**src/rtl/dp_noise_controller.sv**
```systemverilog
// Privacy-budget gate around a CNN query: deducts budget per query and drives noise injection.
// Define DP_WATCHDOG_EN to abort a stalled CNN after TIMEOUT_CYCLES with result_error set.
module dp_noise_controller #(
    parameter int unsigned BUDGET_MAX     = 15,
    parameter int unsigned COST_CLEAN     = 4,
    parameter int unsigned COST_NOISY     = 1,
    parameter int unsigned REFILL_CYCLES  = 1024,
    parameter int unsigned TIMEOUT_CYCLES = 255
) (
    input  logic                             clk,
    input  logic                             reset,
    input  logic                             query_valid,
    output logic                             query_ready,
    input  logic                             privacy_mode,
    output logic                             cnn_start,
    input  logic                             cnn_done,
    output logic                             inject_noise,
    input  logic [3:0]                       class_in,
    output logic                             result_valid,
    input  logic                             result_ready,
    output logic [3:0]                       result_class,
    output logic                             result_noisy,
    output logic                             result_error,
    output logic [$clog2(BUDGET_MAX+1)-1:0]  budget,
    output logic                             locked
);

    localparam int unsigned BW = $clog2(BUDGET_MAX + 1);
    localparam int unsigned RW = (REFILL_CYCLES > 1) ? $clog2(REFILL_CYCLES) : 1;

    localparam logic [BW-1:0] BudgetMax  = BW'(BUDGET_MAX);
    localparam logic [BW-1:0] CostClean  = BW'(COST_CLEAN);
    localparam logic [BW-1:0] CostNoisy  = BW'(COST_NOISY);
    localparam logic [RW-1:0] RefillLast = RW'(REFILL_CYCLES - 1);

    typedef enum logic [2:0] {
        StIdle,
        StStart,
        StWait,
        StCapture,
        StResp
    } state_e;

    state_e        state_q;
    logic [RW-1:0] refill_cnt_q;
    logic          accept;
    logic          noisy;
    logic          refill_tick;
    logic [BW-1:0] cost;
    logic [BW-1:0] budget_d;
    int            budget_sum;

`ifdef DP_WATCHDOG_EN
    localparam int unsigned WW = $clog2(TIMEOUT_CYCLES + 1);
    localparam logic [WW-1:0] TimeoutLast = WW'(TIMEOUT_CYCLES);

    logic [WW-1:0] wd_cnt_q;
    logic          result_error_q;

    assign result_error = result_error_q;
`else
    assign result_error = 1'b0;
`endif

    // Gated by reset so nothing can be accepted on the reset edge itself.
    assign query_ready = !reset && (state_q == StIdle) && (budget >= CostNoisy);
    assign accept      = query_valid && query_ready;
    assign noisy       = privacy_mode || (budget < CostClean);
    assign cost        = noisy ? CostNoisy : CostClean;
    assign refill_tick = (refill_cnt_q == RefillLast);
    assign locked      = (budget == '0);

    // Refill and deduction landing on the same edge combine into one saturated update.
    always_comb begin
        budget_sum = int'(budget) + int'(refill_tick);
        if (accept) begin
            budget_sum = budget_sum - int'(cost);
        end
        if (budget_sum < 0) begin
            budget_d = '0;
        end else if (budget_sum > int'(BUDGET_MAX)) begin
            budget_d = BudgetMax;
        end else begin
            budget_d = BW'(budget_sum);
        end
    end

    always_ff @(posedge clk) begin
        if (reset) begin
            state_q        <= StIdle;
            budget         <= BudgetMax;
            refill_cnt_q   <= '0;
            cnn_start      <= 1'b0;
            inject_noise   <= 1'b0;
            result_valid   <= 1'b0;
            result_class   <= 4'h0;
            result_noisy   <= 1'b0;
`ifdef DP_WATCHDOG_EN
            wd_cnt_q       <= '0;
            result_error_q <= 1'b0;
`endif
        end else begin
            budget       <= budget_d;
            refill_cnt_q <= refill_tick ? '0 : refill_cnt_q + 1'b1;
            cnn_start    <= 1'b0;
            case (state_q)
                StIdle: begin
                    if (accept) begin
                        state_q      <= StStart;
                        cnn_start    <= 1'b1;
                        inject_noise <= noisy;
                    end
                end
                StStart: begin
                    state_q <= StWait;
`ifdef DP_WATCHDOG_EN
                    wd_cnt_q <= '0;
`endif
                end
                StWait: begin
                    if (cnn_done) begin
                        state_q <= StCapture;
`ifdef DP_WATCHDOG_EN
                    end else if (wd_cnt_q == TimeoutLast) begin
                        state_q        <= StResp;
                        result_valid   <= 1'b1;
                        result_class   <= 4'hF;
                        result_noisy   <= inject_noise;
                        result_error_q <= 1'b1;
                        inject_noise   <= 1'b0;
                    end else begin
                        wd_cnt_q <= wd_cnt_q + 1'b1;
`endif
                    end
                end
                StCapture: begin
                    // class_in is the injector's registered output, valid one cycle after done.
                    state_q      <= StResp;
                    result_valid <= 1'b1;
                    result_class <= class_in;
                    result_noisy <= inject_noise;
                    inject_noise <= 1'b0;
`ifdef DP_WATCHDOG_EN
                    result_error_q <= 1'b0;
`endif
                end
                StResp: begin
                    if (result_ready) begin
                        state_q      <= StIdle;
                        result_valid <= 1'b0;
                    end
                end
                default: begin
                    state_q <= StIdle;
                end
            endcase
        end
    end

endmodule

```
**config.mk**
```make
export PLATFORM = sky130hd
export DESIGN_NAME = dp_noise_controller
export DESIGN_NICKNAME = d
export VERILOG_FILES = /design/src/rtl/dp_noise_controller.sv
export SDC_FILE = /design/constraint.sdc
export NUM_CORES = 1
export LEC_CHECK = 0
export ABC_AREA = 1
export CORE_UTILIZATION = 31
export CTS_CLUSTER_SIZE = 8
export DETAILED_ROUTE_END_ITERATION = 8
export HOLD_SLACK_MARGIN = 0.1
export SLEW_MARGIN = 20
export SYNTH_ARGS = -nofsm -noshare
export SYNTH_HDL_FRONTEND = slang
export SYNTH_SLANG_ARGS = --single-unit
```
**constraint.sdc**
```tcl
create_clock -name clk -period 3.1 [get_ports clk]
set_clock_uncertainty 0.1 [all_clocks]
set_input_delay 0.31 -clock clk [delete_from_list [all_inputs] [get_ports clk]]
set_output_delay 0.31 -clock clk [all_outputs]
set_load 0.005 [all_outputs]
```
==> impl_metrics.tcl, run 1 <==
set metrics [dict create \
    run_status "complete, no violations" \
    beginning_of_the_worst_hold_path "refill_cnt_q[0]$_SDFF_PP0_" \
    totalNegativeSetupSlack_ns 0 \
    tritoncts_num_sinks 25 \
    max_stage_delay_ns 0.34 \
    floorplan.initialDensity_pct 33.07 \
    setup.worst_path.end_class "flip-flop" \
    clockRootBuffer "sky130_fd_sc_hd__clkbuf_8" \
    rrSetupSlack_ns 0.27 \
    ys.warnings.count 0 \
    comb_power_share_pct 32.9 \
    detailedPlacementHpwl_mm 1.960 \
    seq_area_um2 501.7 \
    wire_length_of_the_first_global_routing_pass_mm 4.574 \
    place.gp.congestion 0.9086 \
    crit_arrival_ns 2.87 \
    number_of_pins_with_negative_max_slew_slack_in_the_final_report 0 \
    synth_area_per_cell_um2 7.304 \
    critical_path.reg2reg.startpoint "refill_cnt_q[0]$_SDFF_PP0_" \
    post_synth_inst_count 185 \
    synth_top_cell_by_area "sky130_fd_sc_hd__dfxtp_1" \
    antennaDiodeCount 0 \
    fmax_ghz 0.3540 \
    total_leakage_power_uw 0.0007485 \
    holdCritPathClass "reg -> reg" \
    drt_pass1_iterations 4 \
    rr_endpoint "budget[1]$_SDFF_PP1_" \
    global_route_usage_over_all_layers_pct 13.02 \
    largest_net_degree_at_the_start_of_global_routing 16 \
    dieArea_um2 4627 \
    max-vdd-ir-drop_v 0.0003098 \
    reg2reg_depth 17 \
    critPathBufInv 1 \
    start_point_of_the_critical_path "refill_cnt_q[0]$_SDFF_PP0_" \
    worstSetupPathType "reg -> reg" \
    floorplan.io_pins 25 \
    finalNetCount 227 \
    path_max_fanout 4 \
    tritoncts.num_buffers 3 \
    placed_insts 256 \
    tritoncts "done" \
    crit_path_top_delay_cell "sky130_fd_sc_hd__dfxtp_2" \
    power.density_cell_area_nw_per_um2 515.3 \
    die-height_um 68.02 \
    fp.coreArea_um2 4086 \
    clk_path_buf_depth 2 \
    layout.filler_cells 438 \
    timing.hold.worst_path_depth 1 \
    timing.critical_path.from_type "flip-flop" \
    hold_end "refill_cnt_q[0]$_SDFF_PP0_" \
    worst_skew_pair.late_latency_ns 0.26 \
    switching_share_pct 33.05 \
    hold_buffers 0 \
    wl_per_cell_um 10.02 \
    pwr-share-seq_pct 45.3 \
    yosys-top-cells-area "sky130_fd_sc_hd__dfxtp_1 37%, sky130_fd_sc_hd__nand2_1 8.6%, sky130_fd_sc_hd__nor2_1 6.9%, sky130_fd_sc_hd__inv_1 6.7%, sky130_fd_sc_hd__nand3_1 6.3%" \
    seq_area_frac_synth_pct 37.04 \
    most_frequent_cell_on_critical_path "sky130_fd_sc_hd__nand3_1" \
    critical_path.cell_chain "ha_1, nand2_1, inv_1, nand3_1, nor2_1, nand2_2, nor2_1, ha_2, ha_2, xor2_2, ha_4, a21oi_2, nand3_1, o21bai_1, nand2_1, nand2_2, nand3_1" \
    cts.reportedPaths.clkPinSlew_ns 0.09 \
    finalSetupViolations 0 \
    yosys.area.top_type_share_pct 37.04 \
    grt_pass1_vias 1078 \
    layout-area-overhead-vs-synth_pct 26.48 \
    vias_per_cell 4.531 \
    synth-seq-cells 25 \
    detail_route.wirelength_mm 2.605 \
    cap_viol_max_count 0 \
    clock_power_share_pct 21.8 \
    final.period_utilization_pct 91.13 \
    die_width_um 68.02 \
    drt.antenna.violating_nets 0 \
    switchingPower_uw 291.1 \
    yosysUniqueCellTypes 27 \
    number_of_buffers_added_on_ports 23 \
    std_cell_rows 23 \
    critical-path-top-delay-family "adder cells" \
    hold_viol 0 \
    internal_power_uw 589.6 \
    globalRouteOverflowTotal 0 \
    number_of_antenna_violations_at_the_first_check_in_global_routing 0 \
    layoutNonFillerInstCount 260 \
    drc_violations 0 \
    drt-initial-drc-count 58 \
    synth.cell_area_um2 1351 \
    final_layout_size_suffix_gt1_share_pct 14.29 \
    cts_max_level 1 \
    combined_area_of_the_multi_input_logic_cells_um2 770.7 \
    tmin_final_ns 2.825 \
    synth_nets 201 \
    detailroute.via_count 1178 \
    required_ns 3.15 \
]
[registers in the layout (all words and copies together), names as in the netlist]
register	cells
budget	4
result_class	4
cnn_start	1
state_q	3
inject_noise	1
refill_cnt_q	10
result_valid	1
result_noisy	1
[power by group through the flow]
stage | sequential [uW] | clock, uW | combinational (uW)
floorplan | 401 | 0 | 176
global placement | 405 | 0 | 281
detailed placement | 405 | 0 | 280
CTS | 398 | 204 | 282
global route | 407 | 215 | 330
finish | 399 | 192 | 290
[repair_timing]
| action | 4_1_cts | 5_1_grt |
|---|---|---|
| gates resized for setup | 0 | 6 |
| buffers inserted | 0 | 0 |
| endpoints found under the setup margin | 0 | 4 |
[routing by layer]
layer / wire length [um] / up-vias / part of all wire, % / track usage [%]
met1: 1405 / 511 / 54 / 17.62
met5: 0 / - / 0 / 0
met2: 1082 / 21 / 42 / 20.47
li1: - / 644 / - / -
met3: 94 / 2 / 3.6 / 1.833
met4: 23 / 0 / 0.88 / 5.469
[cells by family (layout without fill, tap and decap cells)]
| kind of cell | after synthesis | after routing | share of synthesized area [%] |
|---|---|---|---|
| AOI/OAI and AO/OA | 21 | 21 | 8.797 |
| xor gates and xnor gates | 4 | 4 | 2.593 |
| adders and majority gates | 6 | 6 | 5.555 |
| buffers and inverters | 28 | 53 | 8.056 |
| DFF | 25 | 25 | 37.04 |
| other | 1 | 1 | 0.2775 |
| and+or+nand+nor | 100 | 100 | 37.68 |
[layout make-up]
type                    instances  area share, %
multi-input cells             132          45.10
flip-flops and latches         25          29.36
well taps                      50          3.660
clock buffers                   3          2.416
repair buffers                 23          13.47
inverters                      26          5.710
clock inverters                 1         0.2928
[how the worst max path moves through the flow]
stage / endpoint / slack (ns) / cells after the start
after floorplan: budget[0]$_SDFF_PP1_ / 0.45 / 17
after global placement: budget[1]$_SDFF_PP1_ / 0.21 / 17
after detailed placement: budget[1]$_SDFF_PP1_ / 0.19 / 17
after CTS: budget[1]$_SDFF_PP1_ / 0.17 / 17
after global routing: budget[3]$_SDFF_PP1_ / -0.02 / 17
final: budget[1]$_SDFF_PP1_ / 0.27 / 17
[cells in the final DEF, fill, tap and decap left out, types with 2 or more instances in the layout]
| cell type | n |
|---|---|
| sky130_fd_sc_hd__nand2_1 | 31 |
| sky130_fd_sc_hd__nor2_1 | 25 |
| sky130_fd_sc_hd__inv_1 | 24 |
| sky130_fd_sc_hd__dfxtp_1 | 24 |
| sky130_fd_sc_hd__clkdlybuf4s50_1 | 23 |
| sky130_fd_sc_hd__nand3_1 | 17 |
| sky130_fd_sc_hd__o21ai_0 | 11 |
| sky130_fd_sc_hd__a21oi_1 | 7 |
| sky130_fd_sc_hd__nand4_1 | 5 |
| sky130_fd_sc_hd__nor2_2 | 4 |
| sky130_fd_sc_hd__nand2_2 | 4 |
| sky130_fd_sc_hd__nor3_1 | 3 |
| sky130_fd_sc_hd__nand3_2 | 3 |
| sky130_fd_sc_hd__ha_1 | 3 |
| sky130_fd_sc_hd__clkbuf_8 | 3 |
| sky130_fd_sc_hd__inv_2 | 2 |
| sky130_fd_sc_hd__nor2_4 | 2 |
| sky130_fd_sc_hd__or2_2 | 2 |
| sky130_fd_sc_hd__xor2_1 | 2 |
| sky130_fd_sc_hd__ha_2 | 2 |
[Yosys cell counts, drive strengths merged]
library cell	instances
o21ai	12
dfxtp	25
nor3	3
nand4	5
conb	1
nand2	35
inv	26
nor4	2
buf	1
o21bai	1
xor2	3
nand3	21
a21oi	8
clkbuf	1
ha	6
nor2	31
or2	2
xnor2	1
nor3b	1
[per-stage QoR]
step | utilization, % | worst slack (ns) | power [uW] | hold WS [ns] | cell area, um^2
6_report | 41.82 | 0.2749 | 880.7 | 0.3166 | 1709
4_1_cts | 41.09 | 0.1689 | 883.3 | 0.3576 | 1679
5_1_grt | 41.82 | -0.01593 | 951.6 | 0.3457 | 1709
3_5_place_dp | 39.96 | 0.1950 | 684.3 | 0.3419 | 1633
3_3_place_gp | 39.96 | 0.2098 | 686.4 | 0.3300 | 1633
2_1_floorplan | - | 0.4518 | 577.0 | 0.2791 | 1351
(Power assumes the default switching activity.)
==> run 2, diff against run 1 <==
--- a/config.mk
+++ b/config.mk
@@ -7,8 +7,10 @@
 export LEC_CHECK = 0
 export ABC_AREA = 1
 export CORE_UTILIZATION = 31
+export CTS_CLUSTER_DIAMETER = 30
 export CTS_CLUSTER_SIZE = 8
 export DETAILED_ROUTE_END_ITERATION = 8
+export DONT_BUFFER_PORTS = 1
 export HOLD_SLACK_MARGIN = 0.1
 export SLEW_MARGIN = 20
 export SYNTH_ARGS = -nofsm -noshare
==> run 2 against run 1 <==
  * Global-route usage rose by 0.24 points
  * Die area unchanged
  * Worst setup slack gained 0.024 ns
  * First-iteration DRC count is 19% higher
  * Non-clock buffer count decreased by 16
  * Critical path type unchanged
  * Largest cell class unchanged
  * Largest power group unchanged
==> impl_metrics.tcl, run 2 (synthesis gave the netlist of run 1 again) <==
set metrics [dict create \
    run_status "complete, no violations" \
    critPathBufInv 1 \
    wire_length_of_the_first_global_routing_pass_mm 4.588 \
    die-height_um 68.02 \
    totalNegativeSetupSlack_ns 0 \
    dieArea_um2 4627 \
    detail_route.wirelength_mm 2.706 \
    fmax_ghz 0.3570 \
    clockRootBuffer "sky130_fd_sc_hd__clkbuf_8" \
    number_of_buffers_added_on_ports 0 \
    final.period_utilization_pct 90.37 \
    required_ns 3.14 \
    worstSetupPathType "reg -> reg" \
    largest-register "refill_cnt_q" \
    global_route_usage_over_all_layers_pct 13.26 \
    cts_max_level 1 \
    crit_path_top_delay_cell "sky130_fd_sc_hd__dfxtp_1" \
    tritoncts.num_buffers 3 \
    worst_skew_pair.late_latency_ns 0.26 \
    detailedPlacementHpwl_mm 2.015 \
    path_max_fanout 4 \
    post-layout-total-power_uw 820.1 \
    layout.filler_cells 437 \
    max_stage_delay_ns 0.34 \
    final_cell_area_um2 1541 \
    cap_viol_max_count 0 \
    worstSetupPathDepth 17 \
    finalNetCount 211 \
    final_layout_size_suffix_gt1_share_pct 17.01 \
    floorplan.io_pins 25 \
    critical-path-top-delay-family "adder cells" \
    floorplan.initialDensity_pct 33.07 \
    most_common_cell_after_layout_fill_and_taps_aside "sky130_fd_sc_hd__nand2_1" \
    timing.hold.worst_path_depth 2 \
    globalRouteOverflowTotal 0 \
    layout-area-overhead-vs-synth_pct 14.07 \
    drt-initial-drc-count 69 \
    largest_register_ff_count 10 \
    die_width_um 68.02 \
    setup.worst_path.end_class "flip-flop" \
    detailroute.via_count 1142 \
    wl_per_cell_um 11.09 \
    holdCritPathClass "in -> reg" \
    tmin_final_ns 2.801 \
    total_leakage_power_uw 0.0006876 \
    vias_per_cell 4.680 \
    critical_path.cell_chain "ha_1, nand2_1, inv_1, nand3_2, nor2_2, nand2_2, nor2_1, ha_2, ha_2, xor2_2, ha_1, a21oi_2, nand3_1, o21bai_1, nand2_1, nand2_2, nand3_1" \
    std_cell_rows 23 \
    finalSetupViolations 0 \
    hold_viol 0 \
    tritoncts_num_sinks 25 \
    drc_violations 0 \
    timing.critical_path.from_type "flip-flop" \
    max-vdd-ir-drop_v 0.0002558 \
    clk_path_buf_depth 2 \
    drt_pass1_iterations 4 \
    drt.antenna.violating_nets 0 \
    power.density_cell_area_nw_per_um2 532.0 \
    tritoncts "done" \
    placed_cell_area_um2 1403 \
    antennaDiodeCount 0 \
    largestRegisters "refill_cnt_q (10), budget (4), result_class (4)" \
    cts.reportedPaths.clkPinSlew_ns 0.09 \
    reg2reg_depth 17 \
    final_cell_mix "31 x sky130_fd_sc_hd__nand2_1, 24 x sky130_fd_sc_hd__inv_1, 24 x sky130_fd_sc_hd__nor2_1, 24 x sky130_fd_sc_hd__dfxtp_1, 16 x sky130_fd_sc_hd__nand3_1" \
    number_of_pins_with_negative_max_slew_slack_in_the_final_report 0 \
    crit_arrival_ns 2.84 \
    grt_pass1_vias 1099 \
    fp.coreArea_um2 4086 \
    number_of_antenna_violations_at_the_first_check_in_global_routing 0 \
    place.gp.congestion 0.8734 \
    largest_net_degree_at_the_start_of_global_routing 16 \
]
==> run 2: cell types whose count changed in the layout (fill, tap and decap cells not counted) <==
| cell | delta |
|---|---|
| sky130_fd_sc_hd__nor2_2 | +1 |
| sky130_fd_sc_hd__ha_4 | -1 |
| sky130_fd_sc_hd__clkinv_2 | -1 |
| sky130_fd_sc_hd__nor2_1 | -1 |
| sky130_fd_sc_hd__nand3_2 | +1 |
| sky130_fd_sc_hd__clkinvlp_4 | +1 |
| sky130_fd_sc_hd__buf_4 | +2 |
| sky130_fd_sc_hd__ha_1 | +1 |
| sky130_fd_sc_hd__dlygate4sd3_1 | +5 |
| sky130_fd_sc_hd__clkdlybuf4s50_1 | -23 |
| sky130_fd_sc_hd__nand3_1 | -1 |
==> run 2: path summary, 6_finish.rpt <==
check / slack, ns / endpoint / startpoint
min: 0.13 / cnn_start$_SDFF_PP0_ / query_valid
max reg2reg: 0.30 / budget[1]$_SDFF_PP1_ / refill_cnt_q[1]$_SDFF_PP0_
min reg2reg: 0.32 / refill_cnt_q[0]$_SDFF_PP0_ / refill_cnt_q[0]$_SDFF_PP0_
max: 0.30 / budget[1]$_SDFF_PP1_ / refill_cnt_q[1]$_SDFF_PP0_
==> run 2: final cells by class <==
class	instances	area, um^2	area share (%)
Multi-Input combinational cell	132	765.7	49.68
Sequential cell	25	501.7	32.55
Inverter	26	97.59	6.331
Timing Repair Buffer	7	65.06	4.221
Tap cell	50	62.56	4.058
Clock buffer	3	41.29	2.679
Clock inverter	1	7.507	0.4870
==> run 2: stage by stage <==
step | cells | worst slack [ns] | util (%) | hold slack [ns]
2_1_floorplan | 185 | 0.4518 | - | 0.2791
3_3_place_gp | 233 | 0.2027 | 34.32 | 0.2811
3_5_place_dp | 233 | 0.1288 | 34.32 | 0.2826
4_1_cts | 242 | 0.09892 | 36.74 | 0.1245
5_1_grt | 244 | -0.01538 | 37.72 | 0.1210
6_report | 244 | 0.2986 | 37.72 | 0.1309
==> run 2: report_power, final <==
part           total, uW  internal [uW]  switching, uW
Sequential           406            362           43.6
Clock                193           90.9            102
Combinational        221           84.5            137
==> run 2: what timing repair did <==
action                                  4_1_cts  5_1_grt
hold buffers                                  5        0
endpoints found under the setup margin        0        4
hold endpoints to repair                      7        0
gates resized for setup                       0        7
buffers inserted                              0        2
==> run 2: layer usage <==
layer | vias up | track usage [%] | wire length, um
li1 | 614 | - | -
met1 | 500 | 15.29 | 1256
met2 | 26 | 23.28 | 1264
met3 | 2 | 3.000 | 156
met4 | 0 | 5.469 | 28
met5 | - | 0 | 0
